`src/rtl/uart_tx_rx.sv`:
```
// uart_tx_rx: 8N1 UART serialiser/deserialiser for the memory controller's
// UART register port. TX and RX are independent, so full duplex works.
//
// Ports:
//   clk, rst_n         system clock; asynchronous active-low reset
//   tx_en, tx_data     send request (sampled every cycle) and the byte to send
//   tx_busy            a frame is in flight
//   rx_en              receiver enable (level); low forces the receiver idle
//   rx_break           line held low for a whole frame, until it returns high
//   rx_valid, rx_data  one-cycle strobe and the last good received byte
//   uart_txd, uart_rxd serial pads, both idle high; uart_rxd is asynchronous
module uart_tx_rx #(
  parameter int CLKS_PER_BIT = 87
) (
  input  logic       clk,
  input  logic       rst_n,
  input  logic       tx_en,
  input  logic [7:0] tx_data,
  output logic       tx_busy,
  input  logic       rx_en,
  output logic       rx_break,
  output logic       rx_valid,
  output logic [7:0] rx_data,
  output logic       uart_txd,
  input  logic       uart_rxd
);

  localparam int            CW   = $clog2(CLKS_PER_BIT);
  localparam logic [CW-1:0] LAST = CW'(CLKS_PER_BIT - 1);
  localparam logic [CW-1:0] HALF = CW'(CLKS_PER_BIT / 2);
  localparam logic [CW-1:0] ONE  = CW'(1);

  // ---------------------------------------------------------------- TX
  typedef enum logic [1:0] {TX_IDLE, TX_START, TX_DATA, TX_STOP} tx_state_t;

  tx_state_t     tx_state_q, tx_state_d;
  logic [CW-1:0] tx_cnt_q, tx_cnt_d;
  logic [2:0]    tx_bit_q, tx_bit_d;
  logic [7:0]    tx_shift_q, tx_shift_d;
  logic          uart_txd_q, uart_txd_d;
  logic          tx_busy_q, tx_busy_d;

  always_ff @(posedge clk or negedge rst_n) begin
    if (!rst_n) begin
      tx_state_q <= TX_IDLE;
      tx_cnt_q   <= '0;
      tx_bit_q   <= '0;
      tx_shift_q <= '0;
      uart_txd_q <= 1'b1;
      tx_busy_q  <= 1'b0;
    end else begin
      tx_state_q <= tx_state_d;
      tx_cnt_q   <= tx_cnt_d;
      tx_bit_q   <= tx_bit_d;
      tx_shift_q <= tx_shift_d;
      uart_txd_q <= uart_txd_d;
      tx_busy_q  <= tx_busy_d;
    end
  end

  // uart_txd is registered one state ahead: each transition loads the level
  // of the bit that the new state transmits.
  always_comb begin
    tx_state_d = tx_state_q;
    tx_cnt_d   = tx_cnt_q + ONE;
    tx_bit_d   = tx_bit_q;
    tx_shift_d = tx_shift_q;
    uart_txd_d = uart_txd_q;
    tx_busy_d  = tx_busy_q;
    case (tx_state_q)
      TX_IDLE: begin
        tx_cnt_d = '0;
        if (tx_en) begin
          tx_state_d = TX_START;
          tx_shift_d = tx_data;
          uart_txd_d = 1'b0;
          tx_busy_d  = 1'b1;
        end
      end
      TX_START: begin
        if (tx_cnt_q == LAST) begin
          tx_cnt_d   = '0;
          tx_bit_d   = '0;
          tx_state_d = TX_DATA;
          uart_txd_d = tx_shift_q[0];
        end
      end
      TX_DATA: begin
        if (tx_cnt_q == LAST) begin
          tx_cnt_d = '0;
          if (tx_bit_q == 3'd7) begin
            tx_state_d = TX_STOP;
            uart_txd_d = 1'b1;
          end else begin
            tx_bit_d   = tx_bit_q + 3'd1;
            tx_shift_d = {1'b0, tx_shift_q[7:1]};
            uart_txd_d = tx_shift_q[1];
          end
        end
      end
      TX_STOP: begin
        // Back to IDLE for one cycle; a held tx_en is accepted there.
        if (tx_cnt_q == LAST) begin
          tx_cnt_d   = '0;
          tx_state_d = TX_IDLE;
          tx_busy_d  = 1'b0;
        end
      end
      default: tx_state_d = TX_IDLE;
    endcase
  end

  assign uart_txd = uart_txd_q;
  assign tx_busy  = tx_busy_q;

  // ---------------------------------------------------------------- RX
  typedef enum logic [2:0] {
    RX_IDLE, RX_START, RX_DATA, RX_STOP, RX_WAIT_HIGH
  } rx_state_t;

  // Synchroniser and edge-detect flops reset high (idle line) so that
  // leaving reset never looks like a start bit.
  logic rxd_meta_q, rxd_sync_q, rxd_prev_q;
  logic rx_fall;

  always_ff @(posedge clk or negedge rst_n) begin
    if (!rst_n) begin
      rxd_meta_q <= 1'b1;
      rxd_sync_q <= 1'b1;
      rxd_prev_q <= 1'b1;
    end else begin
      rxd_meta_q <= uart_rxd;
      rxd_sync_q <= rxd_meta_q;
      rxd_prev_q <= rxd_sync_q;
    end
  end

  // The edge history runs regardless of rx_en, so a line already low when
  // rx_en rises shows no edge.
  assign rx_fall = rxd_prev_q & ~rxd_sync_q;

  rx_state_t     rx_state_q, rx_state_d;
  logic [CW-1:0] rx_cnt_q, rx_cnt_d;
  logic [2:0]    rx_bit_q, rx_bit_d;
  logic [7:0]    rx_shift_q, rx_shift_d;
  logic [7:0]    rx_data_q, rx_data_d;
  logic          rx_valid_q, rx_valid_d;
  logic          rx_break_q, rx_break_d;

  always_ff @(posedge clk or negedge rst_n) begin
    if (!rst_n) begin
      rx_state_q <= RX_IDLE;
      rx_cnt_q   <= '0;
      rx_bit_q   <= '0;
      rx_shift_q <= '0;
      rx_data_q  <= '0;
      rx_valid_q <= 1'b0;
      rx_break_q <= 1'b0;
    end else begin
      rx_state_q <= rx_state_d;
      rx_cnt_q   <= rx_cnt_d;
      rx_bit_q   <= rx_bit_d;
      rx_shift_q <= rx_shift_d;
      rx_data_q  <= rx_data_d;
      rx_valid_q <= rx_valid_d;
      rx_break_q <= rx_break_d;
    end
  end

  always_comb begin
    rx_state_d = rx_state_q;
    rx_cnt_d   = rx_cnt_q + ONE;
    rx_bit_d   = rx_bit_q;
    rx_shift_d = rx_shift_q;
    rx_data_d  = rx_data_q;
    rx_valid_d = 1'b0;
    rx_break_d = rx_break_q;
    if (!rx_en) begin
      rx_state_d = RX_IDLE;
      rx_cnt_d   = '0;
      rx_break_d = 1'b0;
    end else begin
      case (rx_state_q)
        RX_IDLE: begin
          rx_cnt_d = '0;
          if (rx_fall) rx_state_d = RX_START;
        end
        RX_START: begin
          // Mid start bit; a high line here means the edge was a glitch.
          if (rx_cnt_q == HALF) begin
            rx_cnt_d   = '0;
            rx_bit_d   = '0;
            rx_state_d = rxd_sync_q ? RX_IDLE : RX_DATA;
          end
        end
        RX_DATA: begin
          if (rx_cnt_q == LAST) begin
            rx_cnt_d   = '0;
            rx_shift_d = {rxd_sync_q, rx_shift_q[7:1]};
            if (rx_bit_q == 3'd7) rx_state_d = RX_STOP;
            else                  rx_bit_d   = rx_bit_q + 3'd1;
          end
        end
        RX_STOP: begin
          if (rx_cnt_q == LAST) begin
            rx_cnt_d = '0;
            if (rxd_sync_q) begin
              rx_data_d  = rx_shift_q;
              rx_valid_d = 1'b1;
              rx_state_d = RX_IDLE;
            end else begin
              // All-zero frame with low stop bit is a break; anything else
              // is a framing error and the byte is dropped.
              rx_break_d = (rx_shift_q == 8'h00);
              rx_state_d = RX_WAIT_HIGH;
            end
          end
        end
        RX_WAIT_HIGH: begin
          rx_cnt_d = '0;
          if (rxd_sync_q) begin
            rx_break_d = 1'b0;
            rx_state_d = RX_IDLE;
          end
        end
        default: rx_state_d = RX_IDLE;
      endcase
    end
  end

  assign rx_data  = rx_data_q;
  assign rx_valid = rx_valid_q;
  assign rx_break = rx_break_q;

endmodule

```
`config.mk`:
```
export PLATFORM = sky130hd
export DESIGN_NAME = uart_tx_rx
export DESIGN_NICKNAME = d
export VERILOG_FILES = /design/src/rtl/uart_tx_rx.sv
export SDC_FILE = /design/constraint.sdc
export NUM_CORES = 1
export LEC_CHECK = 0
export BUFFER_PORTS_ARGS = -buffer_cell sky130_fd_sc_hd__buf_2
export CAP_MARGIN = 10
export CORE_ASPECT_RATIO = 1.5
export CORE_UTILIZATION = 53
export DETAILED_ROUTE_END_ITERATION = 8
export GPL_ROUTABILITY_DRIVEN = 0
export HOLD_SLACK_MARGIN = 0.05
export PLACE_DENSITY = 0.75
export SLEW_MARGIN = 20
export SYNTH_ARGS = -nofsm -noshare
export SYNTH_HDL_FRONTEND = slang
export SYNTH_SLANG_ARGS = --single-unit
```
`constraint.sdc`:
```
create_clock -name clk -period 2 [get_ports clk]
set_input_delay 0.4 -clock clk [delete_from_list [all_inputs] [get_ports clk]]
set_output_delay 0.4 -clock clk [all_outputs]
set_load 0.02 [all_outputs]
```
==> results.tsv, run 1 <==
metric	value	unit
drc	0	
outcome	finished clean	
cts_made_buffers	5	
die_x	60.5	microns
antenna_found_initial	0	
rows	31	
first_pass_iters	4	
pwr-share-comb	0.297	
die_area	0.00543	sq mm
synth_edf_count	0	
syn_inst	244	
clk_latency	0.31	ns
port_buffers	24	
ir_drop	0.793	mV
grt_overflow	0	
diodes	0	
leakage	1.45	nW
critPathKind	reg -> reg	
crit_required	2.21	ns
final_nets	307	
die_h	89.8	microns
hold_viol_final	0	
ys_seq_area_frac	0.517	
synth_cell_types	47	
max-slew-margin-rel	0.672	
dp_slack	0.182	ns
cp_max_fo	9	
track_usage	0.208	
swShare	0.338	
report.final.slew_viol_count	0	
synth_common_cells	52 x dfrtp_1, 17 x mux2_2, 17 x nand3_1, 16 x nand2_1, 14 x nor2_1	
clkPwrFrac	0.218	
clk_pin_slew	0.11	ns
setup_violations	0	
maxCapViolations	0	
dpl.hpwl	3530	microns
start_kind	register	
syn_area_per_cell	11.2	sq um
arrival	2.02	ns
p_per_area	963	mW/mm^2
drt_wl_total	4960	microns
ys.flop_type	dfrtp_1	
yosysMostFrequentCell	dfrtp_1	
setup_ws	0.191	ns
synth_top_area_share	0.478	
grt_pass1_vias	1974	
cts_buffer_depth	2	
hold_path_class	in -> reg	
place_area	0.00300	sq mm
coreArea	0.00489	sq mm
yosysWarnings	0	
wire_per_inst	14.2	microns
netSwitchingPower	1.01	mW
start_util	0.557	
dp.cells	340	
crit_chain	inv_1 > ha_1 > and4bb_4 > nand2_4 > nor4_4 > buf_4 > mux2_2	
syn_nets	269	
cts_tree	done	
rsz0062_at_grt	false	
cts_num_sinks	56	
drt_iter0_markers	88	
max_freq	553	MHz
finalPower	2.99	mW
worst_pin_slew	0.491	ns
cts_setup_buffers	0	
syn_to_final_growth	14.1	%
async_reset_ff_frac	1.00	
postLayoutCellArea	0.00311	sq mm
fillers	417	
grt_max_degree	38	
cpPeakStageDelay	0.42	ns
cts_root_buffer	clkbuf_8	
io_pins	25	
intPower	1.98	mW
vias_per_cell	5.68	
htree_levels	2	
finClkSkew	0.00781	ns
antenna_left	0	
critPathSlowestCell	dfrtp_1	
netlist_area	0.00272	sq mm
totalNegativeSetupSlack	0	ns
end_kind	register	
num_vias	1983	
instances_no_fill	349	
grt_pass1_wl	8780	microns
post-route-min-period	1.81	ns
post_synth_main_area_contributors	dfrtp_1 48%, mux2_2 7.0%, ha_1 5.5%	
ys_seq_elements	56	
yosysTopAreaCell	dfrtp_1	
post-route-period-util	0.905	
drive_gt1_frac	0.251	
p_seq_frac	0.485	
-- cell families (layout without fill, tap and decap cells) --
kind of cell    count (synthesis)  in the layout  share of synthesized area
fa+ha+maj                      12             12                     0.0551
buf+inv                        14             53                     0.0198
simple gates                   88             88                      0.180
compound gates                 43             43                      0.112
flops                          56             56                      0.517
xor+xnor                       10             10                     0.0322
mux                            21             21                     0.0850
-- flip-flops by register name, indices dropped and copies added (netlist names), 2 cells and up --
register / cells
rx_shift_q: 8
tx_bit_q: 3
rx_bit_q: 3
tx_state_q: 2
tx_cnt_q: 7
rx_data: 8
rx_state_q: 3
tx_shift_q: 8
rx_cnt_q: 7
-- layer usage --
| layer | up-vias | routed length (microns) | GRT usage |
|---|---|---|---|
| li1 | 959 | - | - |
| met1 | 996 | 2160 | 0.262 |
| met2 | 24 | 2660 | 0.350 |
| met3 | 4 | 89 | 0.0317 |
| met4 | 0 | 51 | 0.0720 |
| met5 | - | 0 | 0 |
-- power by group through the flow --
stage	clock network (mW)	registers, mW	logic [mW]
detailed placement	0	1.47	0.896
global placement	0	1.47	0.864
CTS	0.671	1.45	0.900
global route	0.724	1.47	0.998
floorplan	0	1.45	0.654
finish	0.651	1.45	0.889
-- worst max-delay path: cells and delay by family (launching register included) --
family	cells	cell delay, ns
and+or+nand+nor	3	0.53
DFF	1	0.42
buffers and inverters	2	0.27
muxes	1	0.34
adders and majority gates	1	0.14
-- stage by stage --
stage	util	hold WS [ns]
floorplan	-	0.104
global placement	0.614	0.358
detailed placement	0.614	0.361
CTS	0.636	0.170
global route	0.636	0.165
finish	0.636	0.181
-- path summary, 6_finish.rpt --
kind | start | end | slack, ns | depth (start not counted)
worst min register to register | rxd_meta_q | rxd_sync_q | 0.37 | 0
min in group asynchronous | rst_n | rx_data[7] | 0.56 | 2
max in group asynchronous | rst_n | rxd_sync_q | 0.83 | 3
worst max-delay path | rx_cnt_q[0] | rx_data[7] | 0.19 | 7
worst min-delay path | uart_rxd | rxd_meta_q | 0.18 | 1
worst max register to register | rx_cnt_q[0] | rx_data[7] | 0.19 | 7
-- timing repair --
action / in CTS / in global routing
resized for setup: 0 / 0
hold buffers: 1 / 0
endpoints found under the hold margin: 18 / 0
-- layout by cell type, fill, tap and decap left out, types with 9 or more instances in the layout --
cell type / instances
dfrtp_1: 52
buf_2: 24
nand3_1: 17
mux2_2: 17
nand2_1: 16
nor2_1: 14
ha_1: 12
nor3_1: 11
buf_4: 10
inv_1: 9
-- layout make-up --
| cell class | instances | area (sq um) | area share |
|---|---|---|---|
| Sequential cell | 56 | 1410 | 0.453 |
| Multi-Input combinational cell | 174 | 1260 | 0.406 |
| Tap cell | 66 | 82.6 | 0.0266 |
| Clock buffer | 5 | 68.8 | 0.0222 |
| Inverter | 9 | 33.8 | 0.0109 |
| Clock inverter | 3 | 27.5 | 0.00886 |
| Timing Repair Buffer | 36 | 225 | 0.0725 |
Power figures use the tool's default switching activity.
==> inputs of run 2 (changes only) <==
Settings changed: ABC_AREA from default to 1, CORE_MARGIN from default to 5.
==> run 2 against run 1 <==
Effect of this change:
- fmax grew 8.4%
- sequential share of layout area shrank 1.1 points
- flip-flop and latch count is the same
- combinational power grew 54%
- critical endpoint is now rx_data[3]
- highest routed layer unchanged
==> results.tsv, run 2 <==
metric	value	unit
synth_cell_types	33	
rr_worst_depth	7	
leakage	1.65	nW
pwr-share-comb	0.391	
syn_area_per_cell	8.72	sq um
outcome	finished clean	
syn_to_final_growth	9.56	%
start_kind	register	
cpLargestDelayFamily	simple AND/OR/NAND/NOR gates	
post_synth_main_area_contributors	dfrtp_1 45%, nand2_1 12%, ha_1 5.2%	
die_h	101	microns
port_buffers	24	
cp_num_cells	7	
rows	33	
critPathSlowestCell	dfrtp_1	
final_nets	387	
setup_violations	0	
clk_pin_slew	0.10	ns
post-route-util	0.588	
hold_viol_final	0	
crit_start	rx_cnt_q[0]	
timing.rr.start	rx_cnt_q[0]	
totalNegativeSetupSlack	0	ns
coreArea	0.00541	sq mm
end_kind	register	
dpl.hpwl	4130	microns
cts_resized	0	
yosysMostFrequentCell	nand2_1	
dp_slack	0.328	ns
instances_no_fill	433	
die_area	0.00709	sq mm
report.final.slew_viol_count	0	
arrival	1.86	ns
htree_levels	2	
die_x	70.5	microns
maxCapViolations	0	
grt_max_degree	23	
finalPower	3.49	mW
first_pass_iters	4	
post-route-min-period	1.67	ns
ir_drop	0.808	mV
post-route-period-util	0.835	
critPathKind	reg -> reg	
clkPwrFrac	0.173	
crit_required	2.19	ns
cpPeakStageDelay	0.42	ns
layout_common_cells	90 x nand2_1, 52 x dfrtp_1, 40 x inv_1	
rsz0062_at_grt	false	
cts_num_sinks	56	
yosysTopAreaCell	dfrtp_1	
max_freq	599	MHz
grt_use_met1	0.178	
grt_use_met3	0.0349	
synth_top_area_share	0.448	
cts_tree	done	
start_util	0.537	
track_usage	0.166	
ys.flop_type	dfrtp_1	
max-slew-margin-rel	0.643	
cts_setup_buffers	0	
antenna_left	0	
cts_buffer_depth	2	
cts_root_buffer	clkbuf_8	
fillers	511	
grt_util_met2	0.312	
diodes	0	
wire_per_inst	12.7	microns
setup_ws	0.330	ns
synth_edf_count	0	
hold_path_class	in -> async	
netlist_area	0.00291	sq mm
ys_seq_elements	56	
async_reset_ff_frac	1.00	
num_vias	2205	
p_per_area	1100	mW/mm^2
intPower	2.08	mW
finClkSkew	0.0106	ns
io_pins	25	
vias_per_cell	5.09	
cts_made_buffers	5	
drive_gt1_frac	0.198	
yosysWarnings	0	
drc	0	
rr_endpoint	rx_data[3]	
drt_iter0_markers	86	
grt_pass1_wl	9520	microns
swShare	0.403	
crit_end	rx_data[3]	
synth_common_cells	90 x nand2_1, 52 x dfrtp_1, 40 x inv_1, 27 x nor2_1, 20 x nand3_1	
antenna_found_initial	0	
syn_nets	358	
p_seq_frac	0.435	
cp_max_fo	16	
grt.busiest_layer	met2	
grt_overflow	0	
final_common_cell	nand2_1	
ctsHoldBuffers	0	
syn_inst	333	
ys_seq_area_frac	0.484	
clk_latency	0.31	ns
netSwitchingPower	1.41	mW
grt_pass1_vias	2159	
r2r_setup_slack	0.33	ns
crit_chain	inv_1 > ha_1 > nand3_1 > nor2_2 > nand3_2 > nand2_1 > o21ai_2	
drt_wl_total	5500	microns
dp.cells	425	
cp_num_buf_inv	1	
worst_pin_slew	0.535	ns
## run 2: cell count changes after synthesis, moves of 6 or more
cell | previous run | this run
inv_1 | 9 | 40
a22oi_1 | 7 | 0
nor2_1 | 14 | 27
o211ai_1 | 7 | 1
o21ai_2 | 0 | 16
o21ai_1 | 0 | 8
nor3_1 | 11 | 5
mux2_2 | 17 | 0
nand2_1 | 16 | 90
## run 2: stage by stage
step / hold slack [ns] / area, sq um
detailed placement: 0.347 / 3100
CTS: 0.0721 / 3180
global route: 0.0865 / 3180
finish: 0.0583 / 3180
floorplan: 0.104 / 2910
global placement: 0.347 / 3100
## run 2: cell families (layout without fill, tap and decap cells)
kind of cell | count (synthesis) | in the layout | share of synthesized area
adders and majority gates | 12 | 12 | 0.0517
DFF | 56 | 56 | 0.484
xor gates and xnor gates | 7 | 7 | 0.0211
AOI/OAI and AO/OA | 40 | 40 | 0.0986
and+or+nand+nor | 164 | 164 | 0.255
buffers and inverters | 48 | 78 | 0.0685
muxes | 6 | 6 | 0.0207
## run 2: how the worst min path moves through the flow
stage	start	end	slack, ns	cells past startpoint
2_1_floorplan	rst_n	rx_bit_q[0]	0.10	0
3_3_place_gp	rxd_meta_q	rxd_sync_q	0.35	0
3_5_place_dp	rxd_meta_q	rxd_sync_q	0.35	0
4_1_cts	rst_n	rx_bit_q[2]	0.07	1
5_1_grt	rst_n	rx_bit_q[2]	0.09	1
6_report	rst_n	rx_bit_q[2]	0.06	1
## run 2: routing by layer
| layer | up-vias | share of wire |
|---|---|---|
| li1 | 1118 | - |
| met1 | 1019 | 0.40 |
| met2 | 55 | 0.54 |
| met3 | 13 | 0.039 |
| met4 | 0 | 0.022 |
| met5 | - | 0 |
## run 2: layout make-up
class	count	area [sq um]	area share
clock buffer	7	76.3	0.0240
clock inverter	1	8.76	0.00275
timing repair buffer	27	143	0.0448
multi-input combinational	229	1300	0.408
tap	70	87.6	0.0275
inverter	43	161	0.0507
sequential	56	1410	0.442
## run 2: power groups by stage
stage | Clock [mW] | Sequential [mW] | Combinational [mW]
finish | 0.605 | 1.52 | 1.37
global route | 0.675 | 1.54 | 1.55
CTS | 0.627 | 1.52 | 1.37
detailed placement | 0 | 1.54 | 1.36
global placement | 0 | 1.53 | 1.32
floorplan | 0 | 1.52 | 1.09
